<file path="src/rtl/simd_alu_decoder.sv">
// Secondary ALU decoder: maps Opcode/Func and the main decoder's ALUOp hint to a
// registered ALUControl code, plus vector-op and illegal-encoding flags.
module simd_alu_decoder (
    input  logic       clk,
    input  logic       rst,
    input  logic [5:0] Opcode,
    input  logic [2:0] Func,
    input  logic       ALUOp,
    output logic [2:0] ALUControl,
    output logic       IsVector,
    output logic       Illegal
);

    localparam int unsigned OP_W  = 6;
    localparam int unsigned CTL_W = 3;

    localparam logic [OP_W-1:0] OP_RTYPE  = OP_W'(6'b000000);
    localparam logic [OP_W-1:0] OP_VRTYPE = OP_W'(6'b100000);
    localparam logic [OP_W-1:0] OP_ADDI   = OP_W'(6'b001000);
    localparam logic [OP_W-1:0] OP_SUBI   = OP_W'(6'b001001);
    localparam logic [OP_W-1:0] OP_MULI   = OP_W'(6'b001010);
    localparam logic [OP_W-1:0] OP_ANDI   = OP_W'(6'b001100);
    localparam logic [OP_W-1:0] OP_ORI    = OP_W'(6'b001101);
    localparam logic [OP_W-1:0] OP_XORI   = OP_W'(6'b001110);
    localparam logic [OP_W-1:0] OP_BEQ    = OP_W'(6'b000100);
    localparam logic [OP_W-1:0] OP_BNE    = OP_W'(6'b000101);
    localparam logic [OP_W-1:0] OP_LW     = OP_W'(6'b100011);
    localparam logic [OP_W-1:0] OP_SW     = OP_W'(6'b101011);

    localparam logic [CTL_W-1:0] ALU_ADD = CTL_W'(3'b000);
    localparam logic [CTL_W-1:0] ALU_SUB = CTL_W'(3'b001);
    localparam logic [CTL_W-1:0] ALU_MUL = CTL_W'(3'b010);
    localparam logic [CTL_W-1:0] ALU_AND = CTL_W'(3'b011);
    localparam logic [CTL_W-1:0] ALU_OR  = CTL_W'(3'b100);
    localparam logic [CTL_W-1:0] ALU_XOR = CTL_W'(3'b101);

    logic [CTL_W-1:0] ctl_c;
    logic             vec_c;
    logic             ill_c;

    // Func is only consulted on the two R-type opcodes, so it never leaks otherwise
    always_comb begin
        ctl_c = ALU_ADD;
        vec_c = 1'b0;
        ill_c = 1'b0;
        if (ALUOp) begin
            case (Opcode)
                OP_RTYPE:  ctl_c = Func;
                OP_VRTYPE: begin
                    ctl_c = Func;
                    vec_c = 1'b1;
                end
                OP_ADDI:   ctl_c = ALU_ADD;
                OP_SUBI:   ctl_c = ALU_SUB;
                OP_MULI:   ctl_c = ALU_MUL;
                OP_ANDI:   ctl_c = ALU_AND;
                OP_ORI:    ctl_c = ALU_OR;
                OP_XORI:   ctl_c = ALU_XOR;
                OP_BEQ,
                OP_BNE:    ctl_c = ALU_SUB;
                OP_LW,
                OP_SW:     ctl_c = ALU_ADD;
                default:   ill_c = 1'b1;
            endcase
        end
    end

    // Decode/execute boundary register; reset wins over that cycle's decode
    always_ff @(posedge clk) begin
        if (rst) begin
            ALUControl <= ALU_ADD;
            IsVector   <= 1'b0;
            Illegal    <= 1'b0;
        end else begin
            ALUControl <= ctl_c;
            IsVector   <= vec_c;
            Illegal    <= ill_c;
        end
    end

endmodule

</file>
<file path="config.mk">
export PLATFORM = sky130hd
export DESIGN_NAME = simd_alu_decoder
export DESIGN_NICKNAME = d
export VERILOG_FILES = /design/src/rtl/simd_alu_decoder.sv
export SDC_FILE = /design/constraint.sdc
export NUM_CORES = 1
export LEC_CHECK = 0
export ABC_AREA = 1
export CAP_MARGIN = 20
export CORE_AREA = 5 5 42 44
export DETAILED_ROUTE_END_ITERATION = 10
export DIE_AREA = 0 0 47 49
export HOLD_SLACK_MARGIN = 0.08
export SLEW_MARGIN = 0
export SYNTH_ARGS = -nofsm -noshare
export SYNTH_HDL_FRONTEND = slang
export SYNTH_SLANG_ARGS = --single-unit
</file>
<file path="constraint.sdc">
create_clock -name clk -period 0.8 [get_ports clk]
set_input_delay 0.08 -clock clk [delete_from_list [all_inputs] [get_ports clk]]
set_output_delay 0.08 -clock clk [all_outputs]
set_load 0.02 [all_outputs]
</file>
* Word level (Yosys, flattened, before mapping) *
Index checks and enable logic that the tools add are counted.

cells by class
  bitwise gates (word level) = 1
  muxes and demuxes = 3
  equal/unequal tests = 11
  div/mod/pow operators = 0
  reductions and logical operators = 5
  add/sub/neg operators = 0
  $lt $le $gt $ge = 0
  shift-type cells = 0
  multiply operators = 0

operators with widths
  operator                                                         count
  6-bit by 4-bit == test with 1-bit output, second input constant  6
  6-bit == test, second input constant                             3
  3-bit case mux with 6 select lines                               1
  6-bit by 3-bit == test with 1-bit output, second input constant  2
  12-bit OR reduction                                              1
  6-bit zero test                                                  1
  2-bit OR reduction                                               2
  3-bit OR reduction                                               1
  1-bit two-way mux                                                2
  1-bit inverter                                                   1

word-level totals
  register bits after elaboration = 5
  memories = 0
  RAM bits = 0
  latch bits = 0
  output and inout port bits = 5
  memory bits (read-only) = 0

* Logic depth before layout (Yosys ltp) *
Gate-level depths: netlist of run 1.

  depth after elaboration = 3
  depth in mapped cells = 7

* Worst setup path before layout of run 1 *
Ideal clock, no wire load.

  path kind = input port to flip-flop
  start = input Opcode[1]
  end = register Illegal
  library setup time = 0.110 ns
  buffers on the path = 0
  slack = 0.166 ns
  arrival time = 0.524 ns
  stages on the path = 6
  data required time = 0.690 ns
  path through = nor2_2 nand3_2 nand2_1 inv_1 nand2_1 nor2_1

on the way
  word-level cells in the longest chain between the ends = 3
  elaborated cells on any way between the ends = 14

RTL lines
  what                                         line  RTL
  start, declared                              6     input logic [5:0] Opcode,
  6-bit == test, or another cell as far along  47    case (Opcode)
  12-bit OR reduction (no line) *              --
  1-bit two-way mux *                          47
  end signal, assigned                         77    Illegal <= ill_c;
  end, declared                                11    output logic Illegal

Every way passes the cells marked *; elsewhere a longest branch is shown, timed or not.
A chain may end at the register's enable or synchronous reset.

* Final worst setup path of run 1 *
  start = register Illegal
  end = output Illegal

No word-level cell between the ends.

==> flow_results.org, run 1 <==
** Floorplan
- Core area :: 1400 µm²
- FP Rows :: 14
- Die span in x :: 47 µm
- During I/O placement, the number of pins put on the boundary was 17.
- Total Die Area :: 2300 µm²
- For this configuration, the core starts out at a cell density of 25.4%.
- From bottom edge to top edge, the die measures 49 µm.

** STA
- The total count of max-transition violations in the final report is 0.
- Setup repair after global routing missed its margin :: false
- For this run, the top clock speed supported by timing is 1320 MHz.
- Worst-margin pin slew :: 0.224 ns
- Post-route minimum period :: 0.760 ns
- The final hold violation count was 0.
- Setup violations remaining at the end of the flow were counted as 0.
- Headroom to the max-slew limit :: 85.0%
- In the finished design, the share of the clock period the worst path needs comes to 94.9%.

** Synthesis
- Counting flops with an async set or reset pin after synthesis yields a share of 0%.
- In the synthesized netlist the dominant register cell turns out to be dfxtp_1.
- Synthesis handed over a netlist of 61 instances.
- Summing every instance area after synthesis gives 355 µm².
- The commonest cells after synthesis are 14 x nand2_1, 12 x inv_1, 10 x nor2_1.
- The Yosys step of the flow raised 0 warnings.
- Of the synthesized area, sequential elements account for 28.2%.
- Ranked by total cell area, the synthesized netlist is headed by dfxtp_1 28%, nand2_1 15%, inv_1 13%.
- Largest area contributor in the netlist :: dfxtp_1
- In the post-synthesis netlist, the cell with the most instances is nand2_1.
- In this run, synthesis produced a sequential element count of 5.
- The number of nets in the synthesized netlist is 73.
- Counting distinct cell types in the post-synthesis netlist gives 13.
- The synthesized design contains 0 enable-type register cells.
- Dividing the synthesized area by the synthesized cell count gives 5.83 µm².
- Area share of the largest cell type after synthesis :: 28.2%

** Hold path
- Min-Delay Endpoint :: ALUControl[0]
- In this run the worst hold path is classified as input port to flop.
- The startpoint identified for the worst hold timing path is ALUOp.
- Along the worst hold path, the cell count comes to 5.

** Clock network
- Buffer levels on the longest clock path :: 2
- Counting every sink on the clock net gives 5.
- After clock tree synthesis, the clock-pin slew on the worst setup and hold paths is 0.04 ns.
- CTS Root Cell :: clkbuf_4
- For this design, the CTS-stage hold fixing added 0 buffers.
- CTS H-Tree Depth :: 1
- Number of buffers added by the clock tree synthesis step :: 3
- Once the clock tree was built, the setup fixing pass inserted 0 buffers.
- CTS tree :: built

** Final layout
- The finished layout holds 99 standard cells, fillers aside.
- Number of diodes :: 0
- Net count of the finished layout :: 96
- Area growth from synthesis to final layout :: 62.7%
- Share of post-route cells with drive strength above 1 :: 28.9%
- After routing the design area is 578 µm².

** Drt
- Post-detailed-route via-to-cell ratio :: 4.20
- Summed over all layers, the routed wires come to 824 µm.
- Before antenna repair, the detailed router went through 4 iterations.
- Summing over every cut layer, the via total after detailed routing is 416.
- The count of nets left with antenna violations once routing finished came out at 0.
- Average wire per standard cell :: 8.32 µm
- For this run, design rule violations remaining after detail routing come to 0.
- For this block, the initial DRC count from the detailed router was 7.

** Power and ir drop
- Power per unit of standard cell area :: 1220 nW/µm²
- Across the VDD grid, the largest voltage drop is 0.311 mV.
- The design draws 706 µW.
- Leakage power :: 0.000310 µW

** Placed design
- Number of input and output port buffers inserted :: 16
- After legalization and detailed placement, the total HPWL measured 701 µm.
- In this run, placement finished with an instance count of 95.
- Placed standard-cell area :: 551 µm²
- Routability-driven placement finished with a final weighted congestion of 0.879.

** Setup path
- Startpoint Class :: flop
- STA classifies the critical path endpoint as an output pin.
- On the critical path, the stage with the largest delay is an instance of dfxtp_1.
- In this design, the stage delay of the slowest critical-path cell is 0.29 ns.
- Data arrival time at the worst-slack endpoint :: 0.68 ns
- Of all nets on the critical path, the largest fanout is 1.
- Number of buffers and inverters on the critical path :: 1
- Required time worst endpoint :: 0.72 ns
- Among cell families on the critical path, the largest total delay comes from flip-flops.
- The worst setup path is of the flop to output pin kind.
- The most critical setup path has its startpoint at Illegal.
- Cells along the critical path :: buf_2

** Global routing
- Via count of the first global-routing pass :: 351
- All-Layer GR Usage :: 8.02%
- Entering global routing, the biggest net connects 7 pins.
- Global-route wire length before repair :: 1320 µm
- The number of antenna violations at the first check in global routing came to 0.
- Grt total ovfl :: 0

** Run status
- Status :: complete, no violations

** Flow run
- Max Cap Viol :: 0
-- state kept, by name (all words and copies together), names as in the netlist --
signal / flops
IsVector: 1
ALUControl: 3
Illegal: 1
-- final cells by class --
cell class	count	area, µm²
inverters	14	52.6
well taps	16	20.0
fillers	176	823
flip-flops and latches	5	100
clock buffers	4	26.3
multi-input cells	42	228
repair buffers	18	151
-- cells in the final DEF (no fill, tap or decap) --
cell type	n
nor2_1	8
nor3_2	1
inv_1	10
nand3_1	8
nand4_1	2
buf_2	4
inv_2	4
dlygate4sd2_1	3
clkbuf_4	3
nor2_4	4
nor2_2	2
dlymetal6s2s_1	1
a21oi_2	1
dfxtp_1	5
clkdlybuf4s15_1	3
buf_4	3
clkdlybuf4s50_1	4
nand2_2	1
clkbuf_1	1
nand2_1	14
nand3_2	1
-- cells by family after synthesis --
family,after synthesis,share of synthesized area [%]
buffers and inverters,14,14.8
AO/OA/AOI/OAI,1,2.47
AND/OR/NAND/NOR,41,54.6
flip-flops,5,28.2
-- worst max path at each step --
| stage | cells past startpoint | slack [ns] | to |
|---|---|---|---|
| floorplan | 6 | 0.17 | Illegal |
| detailed placement | 7 | -0.44 | Illegal |
| finish | 1 | 0.04 | Illegal |
| global placement | 7 | -0.42 | Illegal |
| global route | 8 | 0.0003 | ALUControl[0] |
| CTS | 7 | 0.01 | Illegal |
-- timing repair --
action                     4_1_cts  5_1_grt
setup endpoints to repair       10        4
gates cloned                     0        0
pin swaps                        2        1
resized for setup               32        7
-- report_power, final --
| group | internal, µW | total [µW] | switching [µW] |
|---|---|---|---|
| logic | 76.2 | 169 | 92.8 |
| clock network | 188 | 280 | 92.4 |
| registers | 256 | 256 | 0.861 |
| total | 520 | 706 | 186 |
-- through the flow --
step,TNS [ns],worst slack (ns),hold slack (ns),util [%]
2_1_floorplan,0,0.166,0.235,-
3_3_place_gp,-2.65,-0.424,0.707,39.3
3_5_place_dp,-2.71,-0.439,0.702,39.3
4_1_cts,0,0.0116,0.310,40.3
5_1_grt,0,0.000256,0.228,41.3
6_report,0,0.0405,0.198,41.3
-- tightest hold or removal path: cells and delay by family --
kind / cells / cell delay [ns]
buf+inv: 3 / 0.22
simple gates: 2 / 0.09
-- metal layers --
layer | wire length (µm) | GRT usage [%] | vias to the layer above
li1 | - | - | 230
met1 | 316 | 7.68 | 173
met2 | 432 | 12.9 | 13
met3 | 75 | 2.58 | 0
met4 | 0 | 6.91 | 0
met5 | 0 | 0 | -
(Power assumes the default switching activity.)
==> inputs of run 2 (changes only) <==
--- a/config.mk
+++ b/config.mk
@@ -11,6 +11,7 @@
 export DETAILED_ROUTE_END_ITERATION = 10
 export DIE_AREA = 0 0 47 49
 export HOLD_SLACK_MARGIN = 0.08
+export SKIP_CTS_REPAIR_TIMING = 1
 export SLEW_MARGIN = 0
 export SYNTH_ARGS = -nofsm -noshare
 export SYNTH_HDL_FRONTEND = slang
==> flow_results.org, run 2 (synthesis results as in run 1) <==
** STA
- Worst-margin pin slew :: 0.251 ns (+0.0268 ns)
- The timing-limited maximum frequency came to 1310 MHz (-0.77%).
- The worst slew margin relative to its limit is 83.2% (-1.8 points).
- The shortest period the worst path allows was 0.765 ns (+0.00590 ns).
- The total count of max-transition violations in the final report came to 0 (unchanged).
- The share of the clock period used by the worst path after layout was 95.7% (+0.74 points).
- Hold Fails Final Rpt :: 0 (unchanged)
- The summed negative setup slack over all endpoints is 0 ns (unchanged).
- Setup violations, final :: 0 (unchanged)
- Setup repair after global routing left no endpoint under its margin.

** Power and ir drop
- The relative contribution of sequential cells to total power came to 36.2% (about the same).
- The proportion of total power due to net switching is 25.9% (-0.46 points).
- Maximum vdd drop :: 0.313 mV (+0.89%)
- Leakage power :: 0.000358 µW (+15%)
- Power per unit of standard cell area :: 1190 nW/µm² (-2.4%)
- The internal power of the cells was 525 µW (+0.98%).
- Overall power consumption :: 708 µW (+0.36%)
- Switching power :: 183 µW (-1.4%)
- Logic gate share of total power :: 24.6% (+0.7 points)
- The relative contribution of the clock network to total power came to 39.2% (-0.5 points).

** Setup path
- Number of buffers and inverters on the critical path :: 1 (unchanged)
- Crit Path Class :: flop to output pin
- The critical path starts at IsVector.
- Walking the worst path, the cells encountered are clkbuf_2.
- Endpoint type of the worst setup path :: output pin
- Highest net fanout along the worst path :: 1 (unchanged)
- Startpoint Class :: flop
- Data arrival time at the worst-slack endpoint :: 0.69 ns (about the same)
- The most critical setup path has its endpoint at IsVector.
- Cell count along the critical path :: 1 (unchanged)
- The largest individual stage delay along the critical path comes from the cell dfxtp_1.
- Largest delay share family, worst path :: flip-flops
- Worst path max stage delay :: 0.30 ns (about the same)
- Required time worst endpoint :: 0.72 ns (about the same)

** Clock network
- Clock transition at the registers of the reported paths :: 0.04 ns (about the same)
- TritonCTS built the clock tree.
- The number of clock buffers inserted by TritonCTS was 3 (unchanged).
- The deepest clock path buffer count is 2 (unchanged).
- # clock sinks :: 5 (unchanged)
- CTS H-Tree Depth :: 1 (unchanged)
- The tree is rooted in a clkbuf_4.

** Drt
- The routed wire length per instance came to 8.52 µm (+2.3%).
- Iteration count of the initial detailed-routing pass :: 2 (-2)
- Post-detailed-route via-to-cell ratio :: 4.13 (-1.7%)
- Number of routed nets with antenna violations :: 0 (unchanged)
- Routed wire length :: 843 µm (+2.3%)
- Detailed router's first-iteration violation count :: 4 (-3)
- Number of vias after detailed routing :: 409 (-1.7%)
- Remaining DRCs :: 0 (unchanged)

** Global routing
- The total routing resource utilization after global routing is 7.88% (-0.14 points).
- The total global routing overflow came to 0 (unchanged).
- Global-route wire length before repair :: 1280 µm (-2.6%)
- The via count of the first global-routing pass was 345 (-1.7%).
- Maximum number of pins on one net before global-route repair :: 7 (unchanged)
- The number of antenna violations at the first check in global routing was 0 (unchanged).

** Final layout
- Commonest non-fill, non-tap cells in the layout :: 14 x nand2_1, 10 x inv_1, 9 x nor2_1
- Top reg by flops :: ALUControl
- Area growth from synthesis to final layout :: 67.3%
- The number of fillers in the final layout was 173 (-1.7%).
- Registers with the most flip-flops :: ALUControl (3), Illegal (1), IsVector (1)
- The fraction of final layout cells with drive strength greater than 1 was 27.7% (-1.2 points).
- Commonest non-fill, non-tap cell in the layout :: nand2_1
- Number of diodes :: 0 (unchanged)
- Net count of the finished layout :: 96 (unchanged)
- The flip-flop count of the largest register, all copies and words added came to 3 (unchanged).

** Floorplan
- Core area :: 1400 µm² (unchanged)
- The starting density of the core was 25.4% (unchanged).
- The number of placed I/O pins was 17 (unchanged).
- The die area was 2300 µm² (unchanged).
- The number of cell rows was 14 (unchanged).
- Die Span Y :: 49 µm (unchanged)
- Die span in x :: 47 µm (unchanged)

** Placed design
- The number of port buffers came to 16 (unchanged).
- Dpl hpwl :: 701 µm (unchanged)
- The routability congestion estimate from global placement came to 0.879 (unchanged).

** Hold path
- In this run the worst hold path is classified as input port to flop.

** Run status
- Status :: complete, no violations

** Flow run
- Max Cap Viol :: 0 (unchanged)
==> run 2: how the worst min path moves through the flow <==
stage,startpoint,endpoint,cells past startpoint
finish,ALUOp,ALUControl[0],5
global route,Opcode[5],IsVector,3
CTS,Func[2],ALUControl[2],3
detailed placement,Func[2],ALUControl[2],3
global placement,Func[2],ALUControl[2],3
floorplan,Opcode[5],IsVector,2
==> run 2: layer usage <==
metal	part of all wire (%)	GRT usage, %	wire (µm)
met4	0	6.91	0
met2	52	12.4	440
met5	0	0	0
met3	8.4	2.58	71
met1	39	7.68	331
==> run 2: power groups by stage <==
| stage | logic, µW | clock network (µW) | registers (µW) |
|---|---|---|---|
| 6_report | 174 | 278 | 257 |
| 3_5_place_dp | 170 | 0 | 261 |
| 2_1_floorplan | 65.7 | 0 | 268 |
| 4_1_cts | 171 | 292 | 257 |
| 3_3_place_gp | 169 | 0 | 261 |
| 5_1_grt | 192 | 326 | 256 |
==> run 2: per-stage QoR <==
stage          cell area [µm²]  utilization, %  std cells  worst slack [ns]  hold slack (ns)
3_3_place_gp               551            39.3         95            -0.424            0.707
3_5_place_dp               551            39.3         95            -0.439            0.702
2_1_floorplan              355               -         61             0.166            0.235
4_1_cts                    577            41.2         99            -0.418            0.451
5_1_grt                    594            42.4         99         0.0000666            0.223
6_report                   594            42.4         99            0.0346            0.206
==> run 2: area by class of cell <==
cell class	count	area (µm²)	area share (%)
well taps	16	20.0	3.37
clock buffers	4	26.3	4.42
repair buffers	18	170	28.6
inverters	14	52.6	8.84
multi-input cells	42	225	37.9
flip-flops and latches	5	100	16.8
